==> src/rtl/axi_stream_video_src.sv <==
// Synthetic RGB888 test-pattern source driving an AXI-Stream master port.
// Every beat is registered; the raster position only advances on an accepted transfer.
module axi_stream_video_src #(
  parameter int H_ACTIVE   = 640,
  parameter int V_ACTIVE   = 480,
  parameter int CNT_W      = 12,
  parameter int TLAST_MODE = 0
) (
  input  logic        clk,
  input  logic        rst_n,
  input  logic        enable,
  input  logic [1:0]  pattern_sel,
  output logic [23:0] m_axis_tdata,
  output logic        m_axis_tvalid,
  output logic        m_axis_tlast,
  output logic        m_axis_tuser,
  input  logic        m_axis_tready,
  output logic        frame_done,
  output logic [31:0] frames_sent,
  output logic        busy
);

  localparam int BAR_W = H_ACTIVE / 8;
  localparam logic [CNT_W-1:0] X_LAST   = CNT_W'(H_ACTIVE - 1);
  localparam logic [CNT_W-1:0] Y_LAST   = CNT_W'(V_ACTIVE - 1);
  localparam logic [CNT_W-1:0] BAR_LAST = CNT_W'(BAR_W - 1);

  typedef enum logic {
    IDLE,
    STREAM
  } state_t;

  state_t            state_q, state_d;
  logic [CNT_W-1:0]  x_q, x_d;
  logic [CNT_W-1:0]  y_q, y_d;
  logic [CNT_W-1:0]  barCnt_q, barCnt_d;
  logic [2:0]        barIdx_q, barIdx_d;
  logic [1:0]        pat_q, pat_d;
  logic [7:0]        solid_q, solid_d;
  logic [23:0]       tdata_q, tdata_d;
  logic              tvalid_q, tvalid_d;
  logic              tlast_q, tlast_d;
  logic              tuser_q, tuser_d;
  logic              frameDone_q, frameDone_d;
  logic [31:0]       framesSent_q, framesSent_d;

  logic              fire;
  logic              frameEnd;
  logic              loadBeat;
  logic              sofBeat;
  logic              clearBeat;
  logic              tlastHit;
  logic [23:0]       pixel;

  assign fire     = tvalid_q & m_axis_tready;
  assign frameEnd = fire & (x_q == X_LAST) & (y_q == Y_LAST);

  // Next raster position, frame accounting and whether a fresh beat is loaded.
  always_comb begin
    state_d      = state_q;
    x_d          = x_q;
    y_d          = y_q;
    barCnt_d     = barCnt_q;
    barIdx_d     = barIdx_q;
    pat_d        = pat_q;
    solid_d      = solid_q;
    framesSent_d = framesSent_q;
    frameDone_d  = 1'b0;
    loadBeat     = 1'b0;
    sofBeat      = 1'b0;
    clearBeat    = 1'b0;

    case (state_q)
      IDLE: begin
        if (enable) begin
          state_d = STREAM;
          sofBeat = 1'b1;
        end
      end
      STREAM: begin
        if (frameEnd) begin
          framesSent_d = framesSent_q + 32'd1;
          frameDone_d  = 1'b1;
          if (enable) begin
            sofBeat = 1'b1;
          end else begin
            state_d   = IDLE;
            clearBeat = 1'b1;
            x_d       = '0;
            y_d       = '0;
            barCnt_d  = '0;
            barIdx_d  = '0;
          end
        end else if (fire) begin
          loadBeat = 1'b1;
          if (x_q == X_LAST) begin
            x_d      = '0;
            y_d      = y_q + 1'b1;
            barCnt_d = '0;
            barIdx_d = '0;
          end else begin
            x_d = x_q + 1'b1;
            // Bar index steps every BAR_W pixels without needing a divider.
            if (barCnt_q == BAR_LAST) begin
              barCnt_d = '0;
              barIdx_d = barIdx_q + 1'b1;
            end else begin
              barCnt_d = barCnt_q + 1'b1;
            end
          end
        end
      end
      default: state_d = IDLE;
    endcase

    // The solid pattern uses the completed-frame count including a frame that just ended.
    if (sofBeat) begin
      loadBeat = 1'b1;
      x_d      = '0;
      y_d      = '0;
      barCnt_d = '0;
      barIdx_d = '0;
      pat_d    = pattern_sel;
      solid_d  = framesSent_d[7:0];
    end
  end

  always_comb begin
    pixel = 24'h000000;
    case (pat_d)
      2'd0: begin
        case (barIdx_d)
          3'd0:    pixel = 24'hFFFFFF;
          3'd1:    pixel = 24'hFFFF00;
          3'd2:    pixel = 24'h00FFFF;
          3'd3:    pixel = 24'h00FF00;
          3'd4:    pixel = 24'hFF00FF;
          3'd5:    pixel = 24'hFF0000;
          3'd6:    pixel = 24'h0000FF;
          default: pixel = 24'h000000;
        endcase
      end
      2'd1:    pixel = {x_d[7:0], x_d[7:0], x_d[7:0]};
      2'd2:    pixel = (x_d[3] ^ y_d[3]) ? 24'hFFFFFF : 24'h000000;
      default: pixel = {solid_d, solid_d, solid_d};
    endcase
  end

  assign tlastHit = (x_d == X_LAST) && ((TLAST_MODE == 0) || (y_d == Y_LAST));

  // Beat registers hold their value through stalls; only loadBeat or clearBeat changes them.
  always_comb begin
    tdata_d  = tdata_q;
    tvalid_d = tvalid_q;
    tlast_d  = tlast_q;
    tuser_d  = tuser_q;
    if (loadBeat) begin
      tdata_d  = pixel;
      tvalid_d = 1'b1;
      tlast_d  = tlastHit;
      tuser_d  = sofBeat;
    end else if (clearBeat) begin
      tdata_d  = 24'h000000;
      tvalid_d = 1'b0;
      tlast_d  = 1'b0;
      tuser_d  = 1'b0;
    end
  end

  always_ff @(posedge clk or negedge rst_n) begin
    if (!rst_n) begin
      state_q      <= IDLE;
      x_q          <= '0;
      y_q          <= '0;
      barCnt_q     <= '0;
      barIdx_q     <= '0;
      pat_q        <= '0;
      solid_q      <= '0;
      tdata_q      <= '0;
      tvalid_q     <= 1'b0;
      tlast_q      <= 1'b0;
      tuser_q      <= 1'b0;
      frameDone_q  <= 1'b0;
      framesSent_q <= '0;
    end else begin
      state_q      <= state_d;
      x_q          <= x_d;
      y_q          <= y_d;
      barCnt_q     <= barCnt_d;
      barIdx_q     <= barIdx_d;
      pat_q        <= pat_d;
      solid_q      <= solid_d;
      tdata_q      <= tdata_d;
      tvalid_q     <= tvalid_d;
      tlast_q      <= tlast_d;
      tuser_q      <= tuser_d;
      frameDone_q  <= frameDone_d;
      framesSent_q <= framesSent_d;
    end
  end

  assign m_axis_tdata  = tdata_q;
  assign m_axis_tvalid = tvalid_q;
  assign m_axis_tlast  = tlast_q;
  assign m_axis_tuser  = tuser_q;
  assign frame_done    = frameDone_q;
  assign frames_sent   = framesSent_q;
  assign busy          = (state_q == STREAM);

endmodule

==> config.mk <==
export PLATFORM = sky130hd
export DESIGN_NAME = axi_stream_video_src
export DESIGN_NICKNAME = d
export VERILOG_FILES = /design/src/rtl/axi_stream_video_src.sv
export SDC_FILE = /design/constraint.sdc
export NUM_CORES = 1
export LEC_CHECK = 0
export ABC_AREA = 1
export CAP_MARGIN = 20
export CORE_MARGIN = 5
export CORE_UTILIZATION = 30
export DETAILED_ROUTE_END_ITERATION = 6
export PLACE_DENSITY_LB_ADDON = 0.1
export SLEW_MARGIN = 15
export SYNTH_ARGS = -nofsm -noshare
export SYNTH_HDL_FRONTEND = slang
export SYNTH_SLANG_ARGS = --single-unit
==> constraint.sdc <==
create_clock -name clk -period 2.5 [get_ports clk]
set_input_delay 0.5 -clock clk [delete_from_list [all_inputs] [get_ports clk]]
set_output_delay 0.5 -clock clk [all_outputs]
set_load 0.05 [all_outputs]
==> flow_metrics.tcl, run 1 <==
set metrics [dict create \
    status "finished clean" \
    dp_hpwl_mm 13.3 \
    syn_nets 818 \
    critical_path_class "reg -> reg" \
    first_global_vias 5550 \
    worst_skew_pair.late_latency_ns 0.37 \
    syn_inst 807 \
    tightest_slew_ns 0.547 \
    critPathSlowestCell "dfrtp_1" \
    fp.dieW_um 153 \
    num-nets-final 959 \
    yosysTopAreaCell "dfrtp_1" \
    cpMostUsedCell "nand2_1" \
    drive_gt1_share_pct 15.9 \
    synth_compound_area_share_pct 5.10 \
    routedWlPerCell_um 14.5 \
    ys_warn_count 0 \
    max_stage_delay_ns 0.39 \
    ys_types 39 \
    initial_core_util_pct 30.4 \
    yosys-top-cells-count "nand2_1 (231), dfrtp_1 (110), inv_1 (93)" \
    maxSlewViolCount 0 \
    cts-buffers-inserted 9 \
    synthAdderAreaFrac_pct 1.02 \
    cts_resized 0 \
    fin_crit_ns 2.33 \
    endpoint_kind "register" \
    vias 5580 \
    cts_sinks 110 \
    core.rowCount 52 \
    clk_pin_slew_ns 0.09 \
    cts_tree "done" \
    p_leak_nw 3.91 \
    finalHoldViolations 0 \
    place_inst 1205 \
    synth-edff-count 0 \
    ir_drop_mv 0.625 \
    synth_top_family_by_area "simple AND/OR/NAND/NOR gates" \
    area_delta_synth_final_pct 31.0 \
    synthesis.area_sq_mm 0.00614 \
    powerDensity_mw_per_mm2 816 \
    synth_top_area_share_pct 44.8 \
    core_sq_mm 0.0202 \
    yosys-top-cells-area "dfrtp_1 (45%), nand2_1 (14%), nand3_1 (6.3%)" \
    grt_first_pass_wirelength_mm 29.7 \
    cp-start-kind "register" \
    ys_ff_latch 110 \
    hp-class "in -> async" \
    post-place-ws_ns -0.242 \
    synth.avg_cell_area_sq_um 7.61 \
    root_buffer "clkbuf_16" \
    post_cts_buffers 0 \
    rsz0062_at_grt "false" \
    p_total_mw 6.56 \
    via_per_inst 4.56 \
    place.gp.congestion 0.797 \
    seq_area_frac_synth_pct 44.8 \
    finalCritPeriodShare_pct 93.2 \
    cp.arrival_ns 2.59 \
    max_slew_margin_pct 63.2 \
    cp_max_fo 8 \
    skew_ns 0.0111 \
    port_buffers 66 \
    h-tree-depth 3 \
    final_cells 1223 \
    synthSimpleGateAreaFrac_pct 36.5 \
    fin_ws_ns 0.170 \
    reg2regPathDepth 15 \
    cp_cell_sequence "ha_1 > nand2_1 > nor2_2 > nand2_1 > nor2_4 > nand2_4 > nand2_8 > nand2_4 > nand2_2 > nand2_2 > nor2_4 > a31oi_1 > buf_4 > nand2_1 > nand2_1" \
    grt_max_degree 87 \
    grt_antenna_before_repair 0 \
    initialDrtViolationCount 368 \
    synthMuxAreaShare_pct 0.734 \
    yosysMostFrequentCell "nand2_1" \
    async_flop_share_pct 100 \
    grt.total_usage_pct 15.4 \
    synth_xor_area_share_pct 4.42 \
    dieArea_sq_mm 0.0234 \
    cap_violations 0 \
    max_freq_ghz 0.429 \
    die_y_um 153 \
    wl_mm 17.7 \
    clockBufferDepth 2 \
    postRouteAntennaNets 0 \
    required_ns 2.76 \
    antenna_cells 0 \
    ys.flop_type "dfrtp_1" \
    drt_first_pass_iters 4 \
    drc_errors 0 \
    io_pins 67 \
    cts.hold.buffers_added 0 \
    utilization_pct 39.9 \
    finalSetupViolCount 0 \
    grt.overflow.total 0 \
    tns_ns 0 \
]
-- metrics by stage --
step / instance area (sq um) / hold slack, ns
floorplan: 6140 / 0.204
global placement: 7650 / 0.464
detailed placement: 7650 / 0.465
CTS: 7950 / 0.160
global route: 8040 / 0.186
finish: 8040 / 0.151
-- worst max-delay path, delay by kind of cell (launching register included) --
| kind | cells | cell delay [ns] |
|---|---|---|
| simple gates | 12 | 1.37 |
| flops | 1 | 0.39 |
| fa+ha+maj | 1 | 0.20 |
| buf+inv | 1 | 0.17 |
| compound gates | 1 | 0.13 |
-- kinds of logic (layout without fill, tap and decap cells) --
family / after synthesis / in the layout
buffers and inverters: 115 / 259
xor gates and xnor gates: 31 / 31
and+or+nand+nor: 484 / 486
AOI/OAI and AO/OA: 58 / 58
DFF: 110 / 110
muxes: 4 / 4
adders and majority gates: 5 / 5
-- cell usage in the layout, fill, tap and decap left out, drive strengths merged --
| cell type | count |
|---|---|
| nand2 | 243 |
| dfrtp | 110 |
| inv | 109 |
| nor2 | 95 |
| nand3 | 82 |
| buf | 73 |
| clkdlybuf4s50 | 64 |
| o21ai | 27 |
| nand4 | 24 |
| nor3 | 24 |
| xor2 | 21 |
| a21oi | 21 |
| xnor2 | 10 |
| clkbuf | 9 |
| nor4 | 7 |
| ha | 5 |
| mux2 | 4 |
| nand3b | 3 |
| and3 | 3 |
| nor3b | 3 |
| a31oi | 3 |
| or2 | 2 |
| o32ai | 2 |
| clkinvlp | 2 |
| clkinv | 2 |
| o21bai | 1 |
| a211oi | 1 |
| o22ai | 1 |
| o211ai | 1 |
| a21boi | 1 |
-- per-layer routing --
metal	global-route usage [%]	share of wire (%)
met1	22.0	49
met2	24.1	46
met3	2.43	3.5
met4	4.75	1.6
met5	0	0
-- worst paths after layout --
check                      slack (ns)             start                to
min                              0.15             rst_n      barCnt_q[10]
min reg2reg                      0.48  m_axis_tdata[15]  m_axis_tdata[15]
max in group asynchronous        1.92             rst_n          pat_q[0]
max                              0.17            y_q[0]   m_axis_tdata[8]
max reg2reg                      0.17            y_q[0]   m_axis_tdata[8]
min in group clk                 0.48  m_axis_tdata[15]  m_axis_tdata[15]
-- final cells by class --
class                      instances  area, sq um
sequential                       110         2750
multi-input combinational        584         3020
clock buffer                       9          225
timing repair buffer             137         1230
tap                              270          338
fill                            2144        12100
clock inverter                     7         73.8
inverter                         106          402
-- sequential cells by signal, indices dropped and copies added (netlist names) --
| name | count |
|---|---|
| barCnt_q | 12 |
| barIdx_q | 3 |
| busy | 1 |
| frame_done | 1 |
| frames_sent | 32 |
| m_axis_tdata | 24 |
| m_axis_tlast | 1 |
| m_axis_tuser | 1 |
| m_axis_tvalid | 1 |
| pat_q | 2 |
| solid_q | 8 |
| x_q | 12 |
| y_q | 12 |
-- power by group --
part           internal [mW]  switching (mW)  leakage (nW)  total [mW]
Combinational          0.921            1.76          2.37        2.68
Clock                  0.712           0.768         0.141        1.48
Sequential              2.13           0.271          1.40        2.40
No activity file was read; power rests on OpenSTA's default activity.
==> inputs of run 2 (changes only) <==
Settings changed: CAP_MARGIN 20 to default.
==> results of run 2 <==
The final DEF is identical to that of run 1; final timing and power are the same.
==> RTL change (settings of run 1) <==
`tdata_q` no longer has a reset.
--- a/src/rtl/axi_stream_video_src.sv
+++ b/src/rtl/axi_stream_video_src.sv
@@ -178,3 +178,2 @@
       solid_q      <= '0;
-      tdata_q      <= '0;
       tvalid_q     <= 1'b0;
@@ -192,3 +191,2 @@
       solid_q      <= solid_d;
-      tdata_q      <= tdata_d;
       tvalid_q     <= tvalid_d;
@@ -199,2 +197,6 @@
     end
+  end
+
+  always_ff @(posedge clk) begin
+    tdata_q <= tdata_d;
   end
Check against the original RTL: not equivalent (Yosys sat finds a counterexample within 4 cycles, from zero or initial values and one cycle with rst_n low).
==> RTL change against run 1 <==
Power decreased by 13%. Cell area rose by 0.59%. Sequential share of layout area is 1.3 points higher. Sequential cell count did not move. Setup slack got worse by 0.057 ns. Wire length is 7.9% lower. Area after synthesis decreased by 0.79%. Count of clock-buffer cells in the layout unchanged.
==> RTL change: results <==
run_status:
  status: "finished clean"
route:
  drtIter0Drc: 323
  met2_length_mm: 7.44
synth:
  seq_area_frac_synth_pct: 47.2
  synth_xor_area_share_pct: 4.46
  synthMuxAreaShare_pct: 0.185
  synthTopCellsByArea: "dfrtp_1, nand2_1, edfxtp_1"
  synthArstFlopShare_pct: 78.2
  synth_fa_ha_area_share_pct: 1.03
  synth-edff-count: 24
setup_path:
  critPathArrivalTime_ns: 2.51
  crit_path_start: "x_q[1]"
  path_max_fanout: 12
power:
  switching_share_pct: 38.1
  ir_drop_mv: 0.349
  pwr-share-seq_pct: 40.7
  pg_comb_mw: 1.95
  power_frac_comb_pct: 34.1
placed_design:
  place.gp.congestion: 0.842
  dp_worst_setup_slack_ns: -0.398
  numPlacedInstances: 1144
  post_dp_cell_area_um2: 7550
global_route:
  grt_pass1_wl_mm: 27.3
  met2_usage_pct: 22.9
  grt_usage_pct: 14.3
  grt_use_met1_pct: 19.7
  grt_max_degree: 46
finish:
  layout.nets: 908
  area_growth_pct: 32.8
  fin_cells: 1172
worst_hold_path:
  hold_path_class: "flop to flop"
timing:
  finalClockSkew_ns: 0.0119
## RTL change: final cells by class
type	instances	share of cell area (%)
Clock buffer	9	2.78
Inverter	116	5.41
Multi-Input combinational cell	511	34.7
Tap cell	270	4.18
Clock inverter	7	0.820
Sequential cell	110	35.5
Timing Repair Buffer	149	16.6
## RTL change: what timing repair did
action | CTS | global route
hold buffers | 1 | 0
hold endpoints to repair | 10 | 0
pin swaps | 2 | 11
setup endpoints to repair | 16 | 37
buffers inserted | 3 | 7
resized for setup | 2 | 29
gates cloned | 0 | 1
## RTL change: path summary, 6_finish.rpt
path / cells after the start / slack [ns] / endpoint
hold reg to reg: 1 / 0.48 / frames_sent[31]
max in group asynchronous: 3 / 1.34 / x_q[0]
setup / recovery: 15 / 0.11 / m_axis_tdata[23]
setup reg to reg: 15 / 0.11 / m_axis_tdata[23]
hold / removal: 1 / 0.48 / frames_sent[31]
min in group asynchronous: 2 / 0.51 / frames_sent[16]
